<file path="src/rtl/gpio_defaults_loader.sv">
// gpio_defaults_loader
//
// Holds one configuration word per GPIO channel. The words come up from the
// mask-programmed defaults in GPIO_CONFIG_INIT. Management firmware can
// overwrite single words or restore all of them. On request, or once
// automatically after reset, the block shifts the whole set serially into
// the chain of GPIO control blocks.
//
// Ports
//   clock         block clock; all state changes on the rising edge
//   resetn        synchronous, active-low reset
//   wr_en         write strobe for one configuration word (IDLE only)
//   wr_idx        channel index to write; indices >= NUM_GPIO are dropped
//   wr_data       new configuration word
//   restore       reload every word from GPIO_CONFIG_INIT (IDLE only);
//                 wins over a wr_en in the same cycle
//   start         request a serial transfer
//   gpio_cfg      current words, packed like GPIO_CONFIG_INIT
//   serial_clock  chain shift clock
//   serial_load   chain latch strobe
//   serial_data   chain data; channel NUM_GPIO-1 first, each word MSB first
//   busy          transfer in progress
//   done          one-cycle pulse when a transfer completes
//
// Handshake: start is a request with no ready signal. It is taken only on a
// cycle where the FSM is in IDLE, which includes the cycle that shows done.
// A start seen while busy=1 is dropped and not queued. busy stays high from
// the cycle after the accepted start through the serial_load cycle. done then
// pulses for exactly one cycle as busy falls.
//
// Transfer timing, with start sampled at edge T and N = NUM_GPIO*CFG_WIDTH:
// bit k is driven at T+1+2k with serial_clock low. It is held at T+2+2k with
// serial_clock high. serial_load is high at T+2N+1, and done is high at T+2N+2.

module gpio_defaults_loader #(
  parameter int unsigned NUM_GPIO  = 19,
  parameter int unsigned CFG_WIDTH = 13,
  parameter logic [NUM_GPIO*CFG_WIDTH-1:0] GPIO_CONFIG_INIT =
    {NUM_GPIO{CFG_WIDTH'(13'h0402)}},
  parameter bit AUTO_LOAD = 1'b1,
  localparam int unsigned IDX_W = (NUM_GPIO > 1) ? $clog2(NUM_GPIO) : 1
) (
  input  logic                          clock,
  input  logic                          resetn,
  input  logic                          wr_en,
  input  logic [IDX_W-1:0]              wr_idx,
  input  logic [CFG_WIDTH-1:0]          wr_data,
  input  logic                          restore,
  input  logic                          start,
  output logic [NUM_GPIO*CFG_WIDTH-1:0] gpio_cfg,
  output logic                          serial_clock,
  output logic                          serial_load,
  output logic                          serial_data,
  output logic                          busy,
  output logic                          done
);

  localparam int unsigned N_BITS = NUM_GPIO * CFG_WIDTH;
  localparam int unsigned CNT_W  = $clog2(N_BITS + 1);
  localparam logic [CNT_W-1:0] LAST_BIT = CNT_W'(N_BITS - 1);

  typedef enum logic [1:0] {
    ST_IDLE     = 2'd0,
    ST_SHIFT_LO = 2'd1,
    ST_SHIFT_HI = 2'd2,
    ST_LOAD     = 2'd3
  } state_e;

  state_e              state_q, state_d;
  logic [N_BITS-1:0]   cfg_q, cfg_d;
  logic [N_BITS-1:0]   sr_q, sr_d;
  logic [CNT_W-1:0]    cnt_q, cnt_d;
  logic                sclk_q, sclk_d;
  logic                load_q, load_d;
  logic                busy_q, busy_d;
  logic                done_q, done_d;
  // Set by reset. It makes the first IDLE cycle after release behave as if
  // start were asserted, which gives the automatic transfer.
  logic                auto_q, auto_d;

  // State register
  always_ff @(posedge clock) begin
    if (!resetn) begin
      state_q <= ST_IDLE;
      cfg_q   <= GPIO_CONFIG_INIT;
      sr_q    <= '0;
      cnt_q   <= '0;
      sclk_q  <= 1'b0;
      load_q  <= 1'b0;
      busy_q  <= 1'b0;
      done_q  <= 1'b0;
      auto_q  <= AUTO_LOAD;
    end else begin
      state_q <= state_d;
      cfg_q   <= cfg_d;
      sr_q    <= sr_d;
      cnt_q   <= cnt_d;
      sclk_q  <= sclk_d;
      load_q  <= load_d;
      busy_q  <= busy_d;
      done_q  <= done_d;
      auto_q  <= auto_d;
    end
  end

  // Next-state and registered-output logic
  always_comb begin
    state_d = state_q;
    cfg_d   = cfg_q;
    sr_d    = sr_q;
    cnt_d   = cnt_q;
    sclk_d  = sclk_q;
    load_d  = 1'b0;
    busy_d  = busy_q;
    done_d  = 1'b0;
    auto_d  = 1'b0;

    case (state_q)
      ST_IDLE: begin
        // Word updates are accepted only here, so the chain image can never
        // change under a running transfer.
        if (restore) begin
          cfg_d = GPIO_CONFIG_INIT;
        end else if (wr_en) begin
          // Only a matching in-range index writes, so out-of-range
          // indices fall through with no effect.
          for (int i = 0; i < int'(NUM_GPIO); i++) begin
            if (wr_idx == IDX_W'(i)) begin
              cfg_d[i*CFG_WIDTH +: CFG_WIDTH] = wr_data;
            end
          end
        end
        if (start || auto_q) begin
          // The snapshot takes cfg_q, the value before any write in this
          // same cycle. A write that arrives with start is shifted out
          // only by the next transfer.
          state_d = ST_SHIFT_LO;
          sr_d    = cfg_q;
          cnt_d   = '0;
          sclk_d  = 1'b0;
          busy_d  = 1'b1;
        end
      end

      ST_SHIFT_LO: begin
        state_d = ST_SHIFT_HI;
        sclk_d  = 1'b1;
      end

      ST_SHIFT_HI: begin
        sclk_d = 1'b0;
        // Zeros are shifted in, so serial_data (the top bit of sr_q) is
        // already 0 by the time the load strobe is shown.
        sr_d   = sr_q << 1;
        if (cnt_q == LAST_BIT) begin
          state_d = ST_LOAD;
          load_d  = 1'b1;
        end else begin
          state_d = ST_SHIFT_LO;
          cnt_d   = cnt_q + CNT_W'(1);
        end
      end

      ST_LOAD: begin
        state_d = ST_IDLE;
        busy_d  = 1'b0;
        done_d  = 1'b1;
      end

      default: begin
        state_d = ST_IDLE;
        busy_d  = 1'b0;
      end
    endcase
  end

  assign gpio_cfg     = cfg_q;
  assign serial_clock = sclk_q;
  assign serial_load  = load_q;
  assign serial_data  = sr_q[N_BITS-1];
  assign busy         = busy_q;
  assign done         = done_q;

endmodule
</file>
<file path="config.mk">
export PLATFORM = sky130hd
export DESIGN_NAME = gpio_defaults_loader
export DESIGN_NICKNAME = d
export VERILOG_FILES = /design/src/rtl/gpio_defaults_loader.sv
export SDC_FILE = /design/constraint.sdc
export NUM_CORES = 1
export LEC_CHECK = 0
export CORE_MARGIN = 2
export CORE_UTILIZATION = 35
export DETAILED_ROUTE_END_ITERATION = 6
export GPL_TIMING_DRIVEN = 0
export SLEW_MARGIN = 30
export SYNTH_ARGS = -nofsm -noshare
export SYNTH_HDL_FRONTEND = slang
export SYNTH_SLANG_ARGS = --single-unit
export TNS_END_PERCENT = 5
</file>
<file path="constraint.sdc">
create_clock -name clock -period 3.83 [get_ports clock]
set_input_delay 0.766 -clock clock [delete_from_list [all_inputs] [get_ports clock]]
set_output_delay 0.766 -clock clock [all_outputs]
set_load 0.01 [all_outputs]
</file>
Word-level counts from Yosys, hierarchy flattened
Cells that the tools add are included.
{"block": "word_totals", "input_bits": 23, "memories": 0, "ff_bits": 509, "romBits": 0, "wordCells": 138, "ram_bits": 0, "output_inout_bits": 252, "latch_bits": 0}
{"block": "op_classes", "bitwise_logic": 0, "add_sub_neg": 1, "n_reduce_logical": 50, "n_mux": 36, "eq_ne": 24, "n_lt_le_gt_ge": 0, "shifts": 0, "n_mul": 0, "div": 0}
{"operator": "$mux W247", "count": 3}
{"operator": "$pmux W247 S2", "count": 1}
{"operator": "$mux W13", "count": 19}
{"operator": "$reduce_and A3 Y1", "count": 20}
{"operator": "$reduce_bool A2 Y1", "count": 22}
{"operator": "$eq A5 B4 Y1 const B", "count": 8}
{"operator": "$eq A5 B3 Y1 const B", "count": 4}
{"operator": "$mux W8", "count": 2}
{"operator": "$pmux W8 S2", "count": 1}
{"operator": "$eq A5 B5 Y1 const B", "count": 3}
{"operator": "$eq A5 B2 Y1 const B", "count": 2}
{"operator": "$add A8 B1 Y8 const B", "count": 1}
{"operator": "$eq A8 B8 Y1 const B", "count": 1}
{"operator": "$pmux W2 S4", "count": 1}
{"operator": "$reduce_and A2 Y1", "count": 4}
{"operator": "$eq A5 B1 Y1 const B", "count": 1}
{"operator": "$logic_not A5 Y1", "count": 1}
{"operator": "$mux W1", "count": 5}
{"operator": "$eq A2 B2 Y1 const B", "count": 2}
{"operator": "$mux W2", "count": 2}
{"operator": "$ne A2 B2 Y1 const B", "count": 2}
{"operator": "$pmux W1 S3", "count": 1}
{"operator": "$reduce_bool A3 Y1", "count": 1}
{"operator": "$eq A2 B1 Y1 const B", "count": 1}
{"operator": "other kinds (3)", "count": 3}

Depth between registers and ports, before layout
Gate-level depths: netlist of run 1.
{"block": "logic_depth", "word_depth": 4, "mapped_depth": 7, "mapped_depth_nobuf": 6}

Worst setup path before layout of run 1
OpenSTA, ideal clock, no wires.
{"block": "synth_timing", "kind": "input port to flip-flop", "from": "in wr_idx[4]", "to": "reg cfg_q[145], in the netlist gpio_cfg[145]", "required_time_ps": 3758, "setup_time_ps": 72, "path_buffers": 2, "arrival_time_ps": 1916, "slack_ps": 1842, "stages": 6, "path_cell_list": "buf_2 > nor3b_1 > a31oi_1 > nor2_4 > buf_8 > mux2i_1"}
{"block": "synth_between", "elab_chain_len": 3}
{"item": "start, declared", "line_no": "46", "source": "input logic [IDX_W-1:0] wr_idx,"}
{"item": "$eq A5 B4 Y1", "line_no": "128", "source": "if (wr_idx == IDX_W'(i)) begin"}
{"item": "$reduce_bool A2 Y1 (no source line)"}
{"item": "$reduce_and A3 Y1 (no source line)"}
{"item": "end signal, assigned", "line_no": "95", "source": "cfg_q <= cfg_d;"}
{"item": "end, declared", "line_no": "70", "source": "logic [N_BITS-1:0] cfg_q, cfg_d;"}
No other way between the ends.
A chain may end at the register's enable or synchronous reset.

Worst setup path after layout of run 1
{"block": "layout_timing", "from": "in restore", "to": "reg cfg_q[120], in the netlist gpio_cfg[120]"}
{"block": "layout_between", "elab_chain_len": 2, "elab_cells_between_ends": 4, "classes_between": "1 x mux; 3 x reduce/logical"}
{"item": "start, declared", "line_no": "48", "source": "input logic restore,"}
{"item": "$reduce_bool A2 Y1 (no source line)"}
{"item": "$reduce_and A3 Y1 (no source line)"}
Parallel ways exist; a longest one is shown, timed or not.

==> impl_metrics.py, run 1 <==
metrics = {
    "yosys": {
        "syn_nets": 2342,
        "ys.flop_type": "dfxtp_1",
        "syn_avg_cell_area_um2": 8.78,
        "async_reset_ff_frac": 0,
        "netlist_area_mm2": 0.0203,
        "syn_inst": 2317,
        "yosysUniqueCellTypes": 45,
        "synth-seq-area-share": 0.501,
        "synth.ff_latch_count": 509,
        "synth_edf_count": 0,
        "ys_warn_count": 0,
    },
    "sta": {
        "fmax_mhz": 331,
        "finalWorstSetupSlack_ns": 0.810,
        "tightest_slew_ns": 1.09,
        "fin_crit_ns": 3.02,
        "drv_slew": 0,
        "finalSetupViolCount": 0,
        "clock_skew_ns": 0.0290,
        "hold_viol": 0,
        "finalSetupTns_ns": 0,
        "rsz0062_at_grt": "no",
        "fin_crit_sh": 0.789,
        "maxSlewHeadroom": 0.273,
    },
    "cts": {
        "tritoncts": "done",
        "cts_root_buf": "clkbuf_16",
        "cts.htree.levels": 2,
        "cts_resized": 0,
        "cts_sinks": 509,
        "clk_pin_slew_ns": 0.06,
        "ctsHoldBuffers": 0,
        "clk_path_buf_depth": 3,
        "post_cts_buffers": 0,
        "insertion_delay_ns": 0.62,
        "cts_buffers": 54,
    },
    "route": {
        "wl_per_cell_um": 20.6,
        "drt_iter0_markers": 1484,
        "routed_wl_mm": 71.3,
        "drc": 0,
        "drt_pre_antenna_iters": 5,
        "drt.antenna.violating_nets": 0,
        "vias": 18300,
        "via_per_inst": 5.30,
    },
    "finish": {
        "synthToLayoutAreaGrowth_pct": 27.4,
        "fin_cells": 3456,
        "fin_area_mm2": 0.0259,
        "finalNetCount": 2671,
        "final_util": 0.450,
        "drive_gt1_frac": 0.0855,
    },
    "power_and_ir_drop": {
        "leakage_nw": 9.33,
        "ir_drop_mv": 0.373,
        "power_density_mw_per_mm2": 501,
    },
    "floorplanning": {
        "die_h_um": 245,
        "core-area_mm2": 0.0576,
        "fp.dieArea_mm2": 0.0601,
        "die_x_um": 245,
        "fp-row-count": 88,
        "io_pins": 275,
        "start_util": 0.353,
    },
    "job": {
        "max_cap_violations": 0,
    },
    "placement": {
        "place_inst": 3355,
        "routabilityCongestion": 0.848,
        "placed_cell_area_mm2": 0.0241,
        "port_buffers": 272,
        "dpl.hpwl_mm": 50.4,
        "pre_cts_ws_ns": 0.204,
    },
    "global_routing": {
        "antenna_found_initial": 6,
        "overflow": 0,
        "grt_max_degree": 16,
        "track_usage": 0.229,
        "grt_pass1_vias": 17500,
        "grt_pass1_wl_mm": 106,
    },
    "worst_setup_path": {
        "required_ns": 4.27,
        "end_kind": "flop",
        "critPathArrivalTime_ns": 3.46,
        "crit_type": "input pin to flop",
        "cp-start-kind": "input pin",
        "path_max_fanout": 10,
    },
    "outcome": {
        "status": "finished clean",
    },
    "worst_hold_path": {
        "hold_path_class": "flop to flop",
    },
}
cell families (layout without fill, tap and decap cells):
kind of cell,Yosys count,in the layout,synth area share
simple gates,1062,1062,0.206
flops,509,509,0.501
compound gates,285,285,0.117
mux,247,247,0.122
buf+inv,209,582,0.0520
xor+xnor,3,3,0.00129
fa+ha+maj,2,2,0.00123
other cells,0,1,0
power breakdown:
group          total, mW  leakage, nW  switching (mW)  internal (mW)
logic               1.64         4.24           0.990          0.646
clock network       5.46        0.918            2.25           3.21
registers           5.90         4.17           0.251           5.65
total               13.0         9.33            3.49           9.50
final timing paths:
kind | from | to | slack (ns) | depth (start not counted)
setup / recovery | restore | gpio_cfg[120]$_SDFFE_PN0P_ | 0.81 | 6
hold / removal | sr_q[107]$_SDFFE_PN0P_ | sr_q[108]$_SDFFE_PN0P_ | 0.46 | 2
hold reg to reg | sr_q[107]$_SDFFE_PN0P_ | sr_q[108]$_SDFFE_PN0P_ | 0.46 | 2
setup reg to reg | state_q[1]$_SDFFE_PN0P_ | sr_q[97]$_SDFFE_PN0P_ | 1.83 | 5
metal layers:
layer / vias to the layer above / share of wire / global-route usage
li1: 8606 / - / -
met1: 8841 / 0.44 / 0.304
met2: 719 / 0.44 / 0.361
met3: 141 / 0.090 / 0.0565
met4: 10 / 0.032 / 0.0812
met5: - / 0.00093 / 0
metrics by stage:
step                total power [mW]  hold WS [ns]
finish                          13.0         0.464
CTS                             13.1         0.453
global placement                7.57         0.459
global route                    13.5         0.470
detailed placement              7.63         0.467
floorplan                       6.95         0.455
registers in the layout, indices dropped and copies added, names as in the netlist:
signal / flops
auto_q: 1
busy: 1
serial_load: 1
state_q: 2
sr_q: 247
cnt_q: 8
gpio_cfg: 247
serial_clock: 1
done: 1
worst max-delay path, stage by stage:
cell and delay, ns:
clkdlybuf4s50_1 0.60, nor2_1 0.16, buf_2 0.20, nand2_1 0.70, clkbuf_1 0.81, mux2i_1 0.19
placed cells by master (no fill, tap or decap), types with 11 or more instances in the layout:
master / count
a311oi_1: 246
nor2_2: 11
buf_6: 15
mux2i_1: 247
buf_4: 11
nand2_1: 714
clkdlybuf4s50_1: 272
nor2_1: 295
nor2_4: 11
a21oi_1: 18
clkbuf_8: 20
buf_2: 83
clkbuf_1: 96
dfxtp_1: 509
clkbuf_16: 54
cell usage after synthesis (2+ instances only):
cell type | instances | area [µm²]
mux2i_1 | 247 | 2470
o21ai_0 | 5 | 25.0
nand4b_1 | 3 | 26.3
nand2b_1 | 3 | 18.8
inv_1 | 3 | 11.3
a21oi_1 | 18 | 90.1
nor3_1 | 3 | 15.0
buf_8 | 2 | 30.0
nor3b_1 | 3 | 22.5
nor4_1 | 2 | 12.5
buf_2 | 83 | 415
buf_1 | 8 | 30.0
nand2_1 | 714 | 2680
o21ai_1 | 2 | 10.0
ha_1 | 2 | 25.0
a311oi_1 | 246 | 2150
nor2_2 | 9 | 56.3
xnor2_1 | 3 | 26.3
nor2_4 | 11 | 124
nor2_1 | 297 | 1110
dfxtp_1 | 509 | 10200
or4_1 | 2 | 15.0
buf_6 | 14 | 158
clkbuf_1 | 87 | 327
a31oi_1 | 8 | 50.1
nor2b_1 | 4 | 25.0
buf_4 | 11 | 82.6
area by class of cell:
class / instances / area, µm²
clock buffers: 88 / 1680
repair buffers: 273 / 2730
diodes: 1 / 2.50
clock inverters: 12 / 190
inverters: 4 / 15.0
plain buffers: 205 / 1050
flip-flops and latches: 509 / 10200
fillers: 5611 / 31700
multi-input cells: 1599 / 9110
well taps: 765 / 957
(Power assumes the default switching activity.)
==> run 2: changes to the inputs <==
==> constraint.sdc (replaced) <==
create_clock -name clock -period 2.9 [get_ports clock]
set_input_delay 0.58 -clock clock [delete_from_list [all_inputs] [get_ports clock]]
set_output_delay 0.58 -clock clock [all_outputs]
set_load 0.01 [all_outputs]
==> results of run 2 <==
The final DEF is identical to that of run 1. Status: finished clean.
Among the figures that moved: setup slack after placement 0.204 ns -> -0.540 ns; setup slack after layout 0.810 ns -> 0.0657 ns; register-to-register setup slack 1.83 ns -> 0.90 ns; total power 13.0 mW -> 17.2 mW; worst IR drop on VDD 0.373 mV -> 0.493 mV
==> run 3: changes to the inputs <==
==> constraint.sdc (replaced) <==
create_clock -name clock -period 2.9 [get_ports clock]
set_input_delay 0.725 -clock clock [delete_from_list [all_inputs] [get_ports clock]]
set_output_delay 0.725 -clock clock [all_outputs]
set_load 0.01 [all_outputs]
==> impl_metrics.py, run 3 (synthesized netlist as in run 1, its figures left out) <==
metrics = {
    "sta": {
        "drv_slew": 0,
        "fin_crit_ns": 2.83,
        "hold_viol": 0,
        "clock_skew_ns": 0.0304,
        "tightest_slew_ns": 1.11,
        "rsz0062_at_grt": "yes",
        "finalSetupViolCount": 0,
        "finalSetupTns_ns": 0,
        "fmax_mhz": 354,
        "maxSlewHeadroom": 0.262,
        "fin_crit_sh": 0.975,
    },
    "worst_setup_path": {
        "end_kind": "flop",
        "cp-start-kind": "input pin",
        "r2r_start": "state_q[1]$_SDFFE_PN0P_",
        "reg2reg_depth": 5,
        "endpoint": "gpio_cfg[204]$_SDFFE_PN0P_",
        "critPathArrivalTime_ns": 3.27,
        "startpoint": "restore",
        "r2r_slack_ns": 0.89,
        "required_ns": 3.35,
        "r2r_end": "sr_q[102]$_SDFFE_PN0P_",
        "path_max_fanout": 10,
        "crit_type": "input pin to flop",
    },
    "floorplanning": {
        "die_x_um": 245,
        "die_h_um": 245,
        "io_pins": 275,
        "start_util": 0.353,
        "fp-row-count": 88,
        "core-area_mm2": 0.0576,
        "fp.dieArea_mm2": 0.0601,
    },
    "cts": {
        "post_cts_buffers": 0,
        "clk_path_buf_depth": 3,
        "ctsHoldBuffers": 0,
        "clk_pin_slew_ns": 0.06,
        "cts_sinks": 509,
        "cts_resized": 1,
        "cts_buffers": 54,
        "insertion_delay_ns": 0.62,
        "cts_root_buf": "clkbuf_16",
        "cts.htree.levels": 2,
        "tritoncts": "done",
    },
    "global_routing": {
        "grt_max_degree": 16,
        "overflow": 0,
        "antenna_found_initial": 6,
        "grt_pass1_vias": 17500,
        "grt_pass1_wl_mm": 106,
        "track_usage": 0.229,
    },
    "route": {
        "wl_per_cell_um": 20.6,
        "drt_iter0_markers": 1473,
        "drt.antenna.violating_nets": 0,
        "drc": 0,
        "vias": 18300,
        "routed_wl_mm": 71.3,
        "via_per_inst": 5.30,
        "drt_pre_antenna_iters": 6,
    },
    "finish": {
        "final_common_cell": "nand2_1",
        "synthToLayoutAreaGrowth_pct": 27.4,
        "finalNetCount": 2671,
        "layout_common_cells": "nand2_1, dfxtp_1, nor2_1",
        "drive_gt1_frac": 0.0862,
        "fin_area_mm2": 0.0259,
    },
    "placement": {
        "placed_cell_area_mm2": 0.0241,
        "routabilityCongestion": 0.848,
        "port_buffers": 272,
        "dpl.hpwl_mm": 50.4,
    },
    "job": {
        "max_cap_violations": 0,
    },
    "outcome": {
        "status": "finished clean",
    },
    "power_and_ir_drop": {
        "power_density_mw_per_mm2": 662,
        "ir_drop_mv": 0.490,
        "leakage_nw": 9.33,
    },
    "worst_hold_path": {
        "hold_path_class": "flop to flop",
    },
}
run 3: cell count changes in the layout (fill, tap and decap cells not counted):
| cell | delta |
|---|---|
| buf_1 | +1 |
| clkbuf_1 | -3 |
| clkbuf_2 | +2 |
run 3: how the worst min path moves through the flow:
stage | from | end | slack (ns) | cells after the start
final | sr_q[107]$_SDFFE_PN0P_ | sr_q[108]$_SDFFE_PN0P_ | 0.46 | 2
after CTS | sr_q[64]$_SDFFE_PN0P_ | sr_q[65]$_SDFFE_PN0P_ | 0.45 | 2
after global placement | sr_q[112]$_SDFFE_PN0P_ | sr_q[113]$_SDFFE_PN0P_ | 0.46 | 2
after floorplan | sr_q[99]$_SDFFE_PN0P_ | sr_q[100]$_SDFFE_PN0P_ | 0.46 | 2
after detailed placement | gpio_cfg[32]$_SDFFE_PN0P_ | gpio_cfg[32]$_SDFFE_PN0P_ | 0.47 | 2
after global routing | sr_q[64]$_SDFFE_PN0P_ | sr_q[65]$_SDFFE_PN0P_ | 0.47 | 2
run 3: power by group:
group          total (mW)  internal (mW)  switching, mW
Sequential           7.79           7.46          0.331
Combinational        2.16          0.853           1.31
Clock                7.21           4.24           2.97
run 3: through the flow:
stage / setup WS (ns) / cells / hold slack (ns) / power [mW] / utilization
2_1_floorplan: 0.953 / 2317 / 0.455 / 9.18 / -
3_3_place_gp: -0.825 / 3354 / 0.459 / 10.0 / 0.417
3_5_place_dp: -0.685 / 3355 / 0.467 / 10.1 / 0.418
4_1_cts: 0.0651 / 3455 / 0.453 / 17.2 / 0.450
5_1_grt: -0.00752 / 3455 / 0.470 / 17.8 / 0.450
6_report: 0.0734 / 3456 / 0.462 / 17.2 / 0.450
run 3: area by class of cell:
class / instances / area (µm²)
Multi-Input combinational cell: 1599 / 9110
Antenna cell: 1 / 2.50
Fill cell: 5612 / 31700
Tap cell: 765 / 957
Clock inverter: 12 / 190
Inverter: 4 / 15.0
Clock buffer: 88 / 1680
Sequential cell: 509 / 10200
Buffer: 205 / 1050
Timing Repair Buffer: 273 / 2730
run 3: routing by layer:
| metal | up-vias | routed length [µm] | share of wire | global-route usage |
|---|---|---|---|---|
| li1 | 8608 | - | - | - |
| met1 | 8841 | 31100 | 0.44 | 0.304 |
| met5 | - | 66 | 0.00093 | 0 |
| met2 | 710 | 31600 | 0.44 | 0.361 |
| met3 | 141 | 6360 | 0.089 | 0.0565 |
| met4 | 10 | 2260 | 0.032 | 0.0812 |
run 3: critical path, stage by stage:
cell and delay, ns:
clkdlybuf4s50_1 0.60, nor2_1 0.16, buf_2 0.20, nand2_1 0.60, clkbuf_1 0.78, mux2i_1 0.17
